--- config.mk ---
export PLATFORM = sky130hd
export DESIGN_NAME = ripemd160_padder
export DESIGN_NICKNAME = d
export VERILOG_FILES = /design/src/rtl/ripemd160_padder.sv
export SDC_FILE = /design/constraint.sdc
export NUM_CORES = 1
export LEC_CHECK = 0
export BUFFER_PORTS_ARGS = -buffer_cell sky130_fd_sc_hd__buf_2
export CAP_MARGIN = 10
export CORE_UTILIZATION = 30
export CTS_CLUSTER_SIZE = 20
export DETAILED_ROUTE_END_ITERATION = 16
export HOLD_SLACK_MARGIN = 0.1
export SKIP_LAST_GASP = 1
export SYNTH_ARGS = -nofsm -noshare
export SYNTH_HDL_FRONTEND = slang
export SYNTH_SLANG_ARGS = --single-unit
--- constraint.sdc ---
create_clock -name clk -period 3.9 [get_ports clk]
set_clock_uncertainty 0.2 [all_clocks]
set_input_delay 0.195 -clock clk [delete_from_list [all_inputs] [get_ports clk]]
set_output_delay 0.195 -clock clk [all_outputs]
set_load 0.02 [all_outputs]
--- src/rtl/ripemd160_padder.sv ---
// ripemd160_padder: packs a 32-bit word message stream into padded 512-bit RIPEMD-160 blocks.
// Latency: a full data block is valid 1 cycle after its 16th word; the final block is valid 2 cycles after i_last.
// Backpressure: i_ready is low outside FILL, and a block is held stable until o_valid && o_ready.
//
// Ports:
//   clk, rst              rising-edge clock, synchronous active-high reset
//   i_valid/i_ready       word handshake; i_data lanes little-endian, i_bytes valid bytes of the i_last word
//   o_valid/o_ready       block handshake; o_block X[0] at [511:480], o_last marks the digest-final block
// Optional build macro: RIPEMD_PAD_BSWAP_EN (treat i_data as big-endian and byte-swap before storing)
module ripemd160_padder #(
  parameter int LEN_BITS = 64
) (
  input  logic         clk,
  input  logic         rst,
  input  logic         i_valid,
  input  logic [31:0]  i_data,
  input  logic [2:0]   i_bytes,
  input  logic         i_last,
  output logic         i_ready,
  output logic         o_valid,
  output logic [511:0] o_block,
  output logic         o_last,
  input  logic         o_ready
);

  // Byte counter width; the bit length is this count shifted left by 3.
  localparam int LW = LEN_BITS - 3;

  typedef enum logic [1:0] {FILL, PAD, EMIT, EXTRA} state_t;

  state_t        state_q;
  logic [31:0]   x_q [16];
  logic [3:0]    widx_q;
  logic [6:0]    pcnt_q;    // message bytes in the current block, 0..64
  logic [LW-1:0] len_q;
  logic          pend_q;    // length-only block still owed
  logic          mark_q;    // that block also carries the 0x80 marker
  logic          valid_q;
  logic          last_q;

  logic [31:0]   din;
  logic [2:0]    nb;
  logic [31:0]   mask;
  logic [LW-1:0] len_d;
  logic [6:0]    pcnt_d;
  logic [63:0]   bitlen;

  always_comb begin
`ifdef RIPEMD_PAD_BSWAP_EN
    din = {i_data[7:0], i_data[15:8], i_data[23:16], i_data[31:24]};
`else
    din = i_data;
`endif
    // Non-last words always count 4 bytes; a last-word count above 4 is clamped.
    nb = i_last ? ((i_bytes > 3'd4) ? 3'd4 : i_bytes) : 3'd4;
    mask = '0;
    for (int k = 0; k < 4; k++) begin
      mask[8*k +: 8] = (3'(k) < nb) ? 8'hFF : 8'h00;
    end
    len_d  = len_q + LW'(nb);
    pcnt_d = pcnt_q + 7'(nb);
    bitlen = 64'({len_q, 3'b000});
  end

  always_ff @(posedge clk) begin
    if (rst) begin
      state_q <= FILL;
      for (int j = 0; j < 16; j++) x_q[j] <= '0;
      widx_q  <= '0;
      pcnt_q  <= '0;
      len_q   <= '0;
      pend_q  <= 1'b0;
      mark_q  <= 1'b0;
      valid_q <= 1'b0;
      last_q  <= 1'b0;
    end else begin
      case (state_q)
        FILL: begin
          if (i_valid) begin
            x_q[widx_q] <= din & mask;
            len_q       <= len_d;
            pcnt_q      <= pcnt_d;
            widx_q      <= widx_q + 4'd1;
            if (i_last) begin
              state_q <= PAD;
            end else if (widx_q == 4'd15) begin
              state_q <= EMIT;
              valid_q <= 1'b1;
              last_q  <= 1'b0;
            end
          end
        end
        PAD: begin
          state_q <= EMIT;
          valid_q <= 1'b1;
          // Bytes after the marker are already zero: X is cleared per block and
          // invalid lanes are masked on write.
          if (pcnt_q < 7'd64) begin
            x_q[pcnt_q[5:2]][{pcnt_q[1:0], 3'b000} +: 8] <= 8'h80;
          end
          if (pcnt_q < 7'd56) begin
            x_q[14] <= bitlen[31:0];
            x_q[15] <= bitlen[63:32];
            last_q  <= 1'b1;
          end else begin
            // No room for the length field: a second block follows.
            last_q <= 1'b0;
            pend_q <= 1'b1;
            mark_q <= (pcnt_q == 7'd64);
          end
        end
        EXTRA: begin
          x_q[0]  <= mark_q ? 32'h0000_0080 : 32'h0;
          x_q[14] <= bitlen[31:0];
          x_q[15] <= bitlen[63:32];
          mark_q  <= 1'b0;
          last_q  <= 1'b1;
          valid_q <= 1'b1;
          state_q <= EMIT;
        end
        EMIT: begin
          if (o_ready) begin
            valid_q <= 1'b0;
            last_q  <= 1'b0;
            for (int j = 0; j < 16; j++) x_q[j] <= '0;
            if (pend_q) begin
              pend_q  <= 1'b0;
              state_q <= EXTRA;
            end else begin
              state_q <= FILL;
              widx_q  <= '0;
              pcnt_q  <= '0;
              if (last_q) len_q <= '0;
            end
          end
        end
        default: state_q <= FILL;
      endcase
    end
  end

  assign i_ready = (state_q == FILL) && !rst;
  assign o_valid = valid_q;
  assign o_last  = last_q;

  always_comb begin
    o_block = '0;
    for (int j = 0; j < 16; j++) begin
      o_block[511-32*j -: 32] = x_q[j];
    end
  end

endmodule

== Yosys cells after proc, flatten, opt, wreduce, memory -nomap -nowiden ==
Memory sizes are Yosys's and may differ from the RTL's.
Index checks and enable logic that the tools add are counted.
Cells by class
  add/sub/neg operators: 4
  order comparisons: 7
  equality and inequality tests: 13
  shift operators: 2
  mux-type cells: 87
  bitwise logic cells: 22
  reduce and logical (&&, ||, !) cells: 15
Operators with widths (count)
  $mux W32: 25
  $mux W61: 4
  $pmux W61 S2: 1
  $reduce_or A32 Y1: 2
  $add A61 B3 Y61: 1
  $mux W8: 5
  $and A32 B32 Y32: 1
  $shift A8 B7 Y32 const A: 1
  $shiftx A8 B7 Y32 const A: 1
  $mux W1: 30
  $mux W7: 3
  $or A1 B1 Y1: 21
  $mux W4: 5
  $ne A2 B2 Y1 const B: 7
  $pmux W7 S2: 1
  $mux W2: 5
  $pmux W4 S2: 1
  $reduce_and A4 Y1: 2
  $add A7 B3 Y7: 1
  $eq A7 B7 Y1 const B: 1
  $lt A7 B6 Y1 const B: 1
  $lt A7 B7 Y1 const B: 1
  $neg A5 Y7: 1
  $lt A1 B3 Y1 const A: 2
  20 further kinds: 27
Storage, ports and cells
  register bits: 78
  memory bits (writable): 512
  input bits: 40
  output and inout port bits: 515
  word-level logic and storage cells: 159
  memories: 1
Memories
  x_q: words 16, bits a word 32, read ports 16, clocked after memory_dff 0, wr ports 16, line 32  | logic [31:0] x_q [16];

== Depth between registers and ports, before layout ==
  word-level depth: 8
  depth in mapped cells: 11
  gate-level depth less buffers: 10

== Least setup slack after synthesis ==
No wires, ideal clock.
  path kind: flip-flop to flip-flop
  start point: register state_q[1]
  end point: memory x_q[10][0] (enable)
  setup time: 0.303 ns
  arrival: 2.436 ns
  required time: 3.397 ns
  path slack: 0.961 ns
  stages on the path, launching flop included: 8
  clock period less this slack: 2.939 ns
  path through: dfxtp_1 buf_2 nor4b_4 buf_2 mux2i_1 nor4_2 nand2_1 nand2_1
RTL lines
  start, declared: line 31  | state_t state_q;
  start signal, assigned: line 67  | state_q <= FILL;
  start signal, assigned: line 85  | state_q <= PAD;
  start signal, assigned: line 87  | state_q <= EMIT;
  end, declared: line 32

==> metrics.yaml <==
maxCapViolations: 0
finalHoldViolCount: 0
p_leak_nw: 11.9
tightest_slew_ns: 1.05
setup.worst_path.start_class: "input pin"
ys_warn_count: 0
p_per_area_nw_per_um2: 522
wl_per_cell_microns: 22.7
first_pass_iters: 6
final.setup.worst_slack_ns: 0.289
grt_pass1_wl_mm: 113
stdcell_area_sq_um: 29600
antenna_found_initial: 3
area_growth_pct: 30.1
dp_hpwl_mm: 57.5
io_pins: 555
power_mw: 15.5
final_common_cell: "buf_2"
synth_top_area_cell: "edfxtp_1"
setup_tns_ns: 0
netlist_area_sq_um: 22800
place_inst: 3354
rows: 100
die_h_microns: 277
coreArea_sq_um: 74700
mostFrequentLayoutCells: "buf_2 (554), edfxtp_1 (512), nor2_1 (506)"
relSlewSlack_pct: 27.9
grt_pass1_vias: 16700
worstPathMaxFanout: 18
synth_ff_type: "edfxtp_1"
portBuffers: 554
clkSinkCount: 590
root_buffer: "clkbuf_16"
irDropWorstVdd_mv: 0.273
vias: 17400
max_freq_mhz: 277
grt_overflow: 0
yosysSeqAreaShare_pct: 74.4
avgSynthCellArea_sq_um: 12.4
drc: 0
htree_levels: 3
postPlaceCellArea_sq_um: 27000
drive_gt1_share_pct: 29.6
finalNonFillerCells: 3510
clk_path_buf_depth: 3
crit_slowest_cell: "nor4_2"
rsz0062_at_grt: "false"
avgViaCountPerCell: 4.95
path_cells: "dlygate4sd3_1 -> buf_2 -> nor4b_4 -> buf_4 -> mux2_2 -> nor4_2 -> buf_4 -> nand2_1 -> nand2_1"
antenna_left: 0
critPathKind: "input pin to flip-flop"
status: "finished, final reports clean"
gp_congestion: 0.946
clk_latency_ns: 0.59
die_area_sq_um: 77000
hold_path.class: "input pin to flip-flop"
synth_edf_count: 512
cpPeakStageDelay_ns: 0.78
holdWs_ns: 0.160
cts_resized: 0
path_clk_slew_ns: 0.06
cp.required_ns: 3.96
synth_seq_cells: 590
nNetsFinal: 2540
final-setup-viol-count: 0
slew_violations: 0
end_kind: "flip-flop"
wirelength_mm: 79.6
synth_top_area_share_pct: 67.5
ys_top_cells_by_area: "edfxtp_1 (68%), nor2_1 (8.3%), dfxtp_1 (6.9%)"
period_needed_ns: 3.61
synthArstFlopShare_pct: 0
antenna_cells: 0
min_period_over_period_pct: 92.6
synth.distinct_cells: 51
initial_core_util_pct: 30.5
cts_tree: "built"
pre_cts_slack_ns: 0.162
syn_nets: 1883
arrival_ns: 3.67
finish.utilization_pct: 39.6
grt_start_max_net_pins: 58
grt_use_total_pct: 20.1
die_x_microns: 277
dr.first_iter.drc_count: 1906
cts_buffers: 66
synth_cells: 1834
[report_power, final]
group          total (mW)  internal (mW)  switching [mW]  leakage, nW
Sequential           7.39           7.24           0.141         5.96
Combinational        1.77          0.420            1.35         4.83
Clock                6.30           3.78            2.51         1.07
Total                15.5           11.4            4.00         11.9
[routing by layer]
| layer | GRT usage (%) | share of wire [%] |
|---|---|---|
| met1 | 24.6 | 39 |
| met2 | 35.2 | 51 |
| met3 | 3.05 | 7.2 |
| met4 | 8.11 | 3.6 |
| met5 | 0 | 0 |
[what timing repair did]
item | 4_1_cts | 5_1_grt
hold endpoints to repair | 455 | 0
setup buffers | 0 | 0
hold buffers | 38 | 0
[cell usage after synthesis, drive strengths merged (14+ instances only)]
library cell / instances
or3: 22
nand2: 258
nor4: 26
nor2: 506
a21oi: 49
nand3: 33
edfxtp: 512
xor2: 22
nand4: 37
clkbuf: 67
inv: 14
o21ai: 92
dfxtp: 78
[path summary, 6_finish.rpt]
check	startpoint	endpoint	slack, ns	depth (start not counted)
worst max-delay path	rst	x_q[11][0]	0.29	9
worst min-delay path	i_bytes[2]	pcnt_q[1]	0.16	7
worst max register to register	pcnt_q[6]	x_q[11][0]	0.33	7
worst min register to register	o_valid	o_valid	0.27	1
[area by class of cell]
cell class	count	area (sq um)
multi-input cells	1156	5540
well taps	969	1210
clock inverters	37	439
repair buffers	663	3690
flip-flops and latches	590	16900
fillers	7046	45100
clock buffers	81	1740
inverters	14	52.6
[registers in the layout, indices dropped and copies added, names as in the netlist]
signal   cells
x_q        512
len_q       61
pcnt_q       7
widx_q       4
state_q      2
mark_q       1
o_last       1
o_valid      1
pend_q       1
[logic make-up after synthesis]
kind of cell,count (synthesis),synth area share [%]
DFF,590,74.4
buffers and inverters,88,1.49
adders and majority gates,9,0.561
muxes,8,0.374
and+or+nand+nor,937,17.7
xor gates and xnor gates,33,1.27
AOI/OAI and AO/OA,169,4.19
[critical path: cells and delay by family]
kind                   cells  cell delay (ns)
buffers and inverters      4             1.35
AND/OR/NAND/NOR            4             1.64
multiplexers               1             0.47
Power figures use the tool's default switching activity.
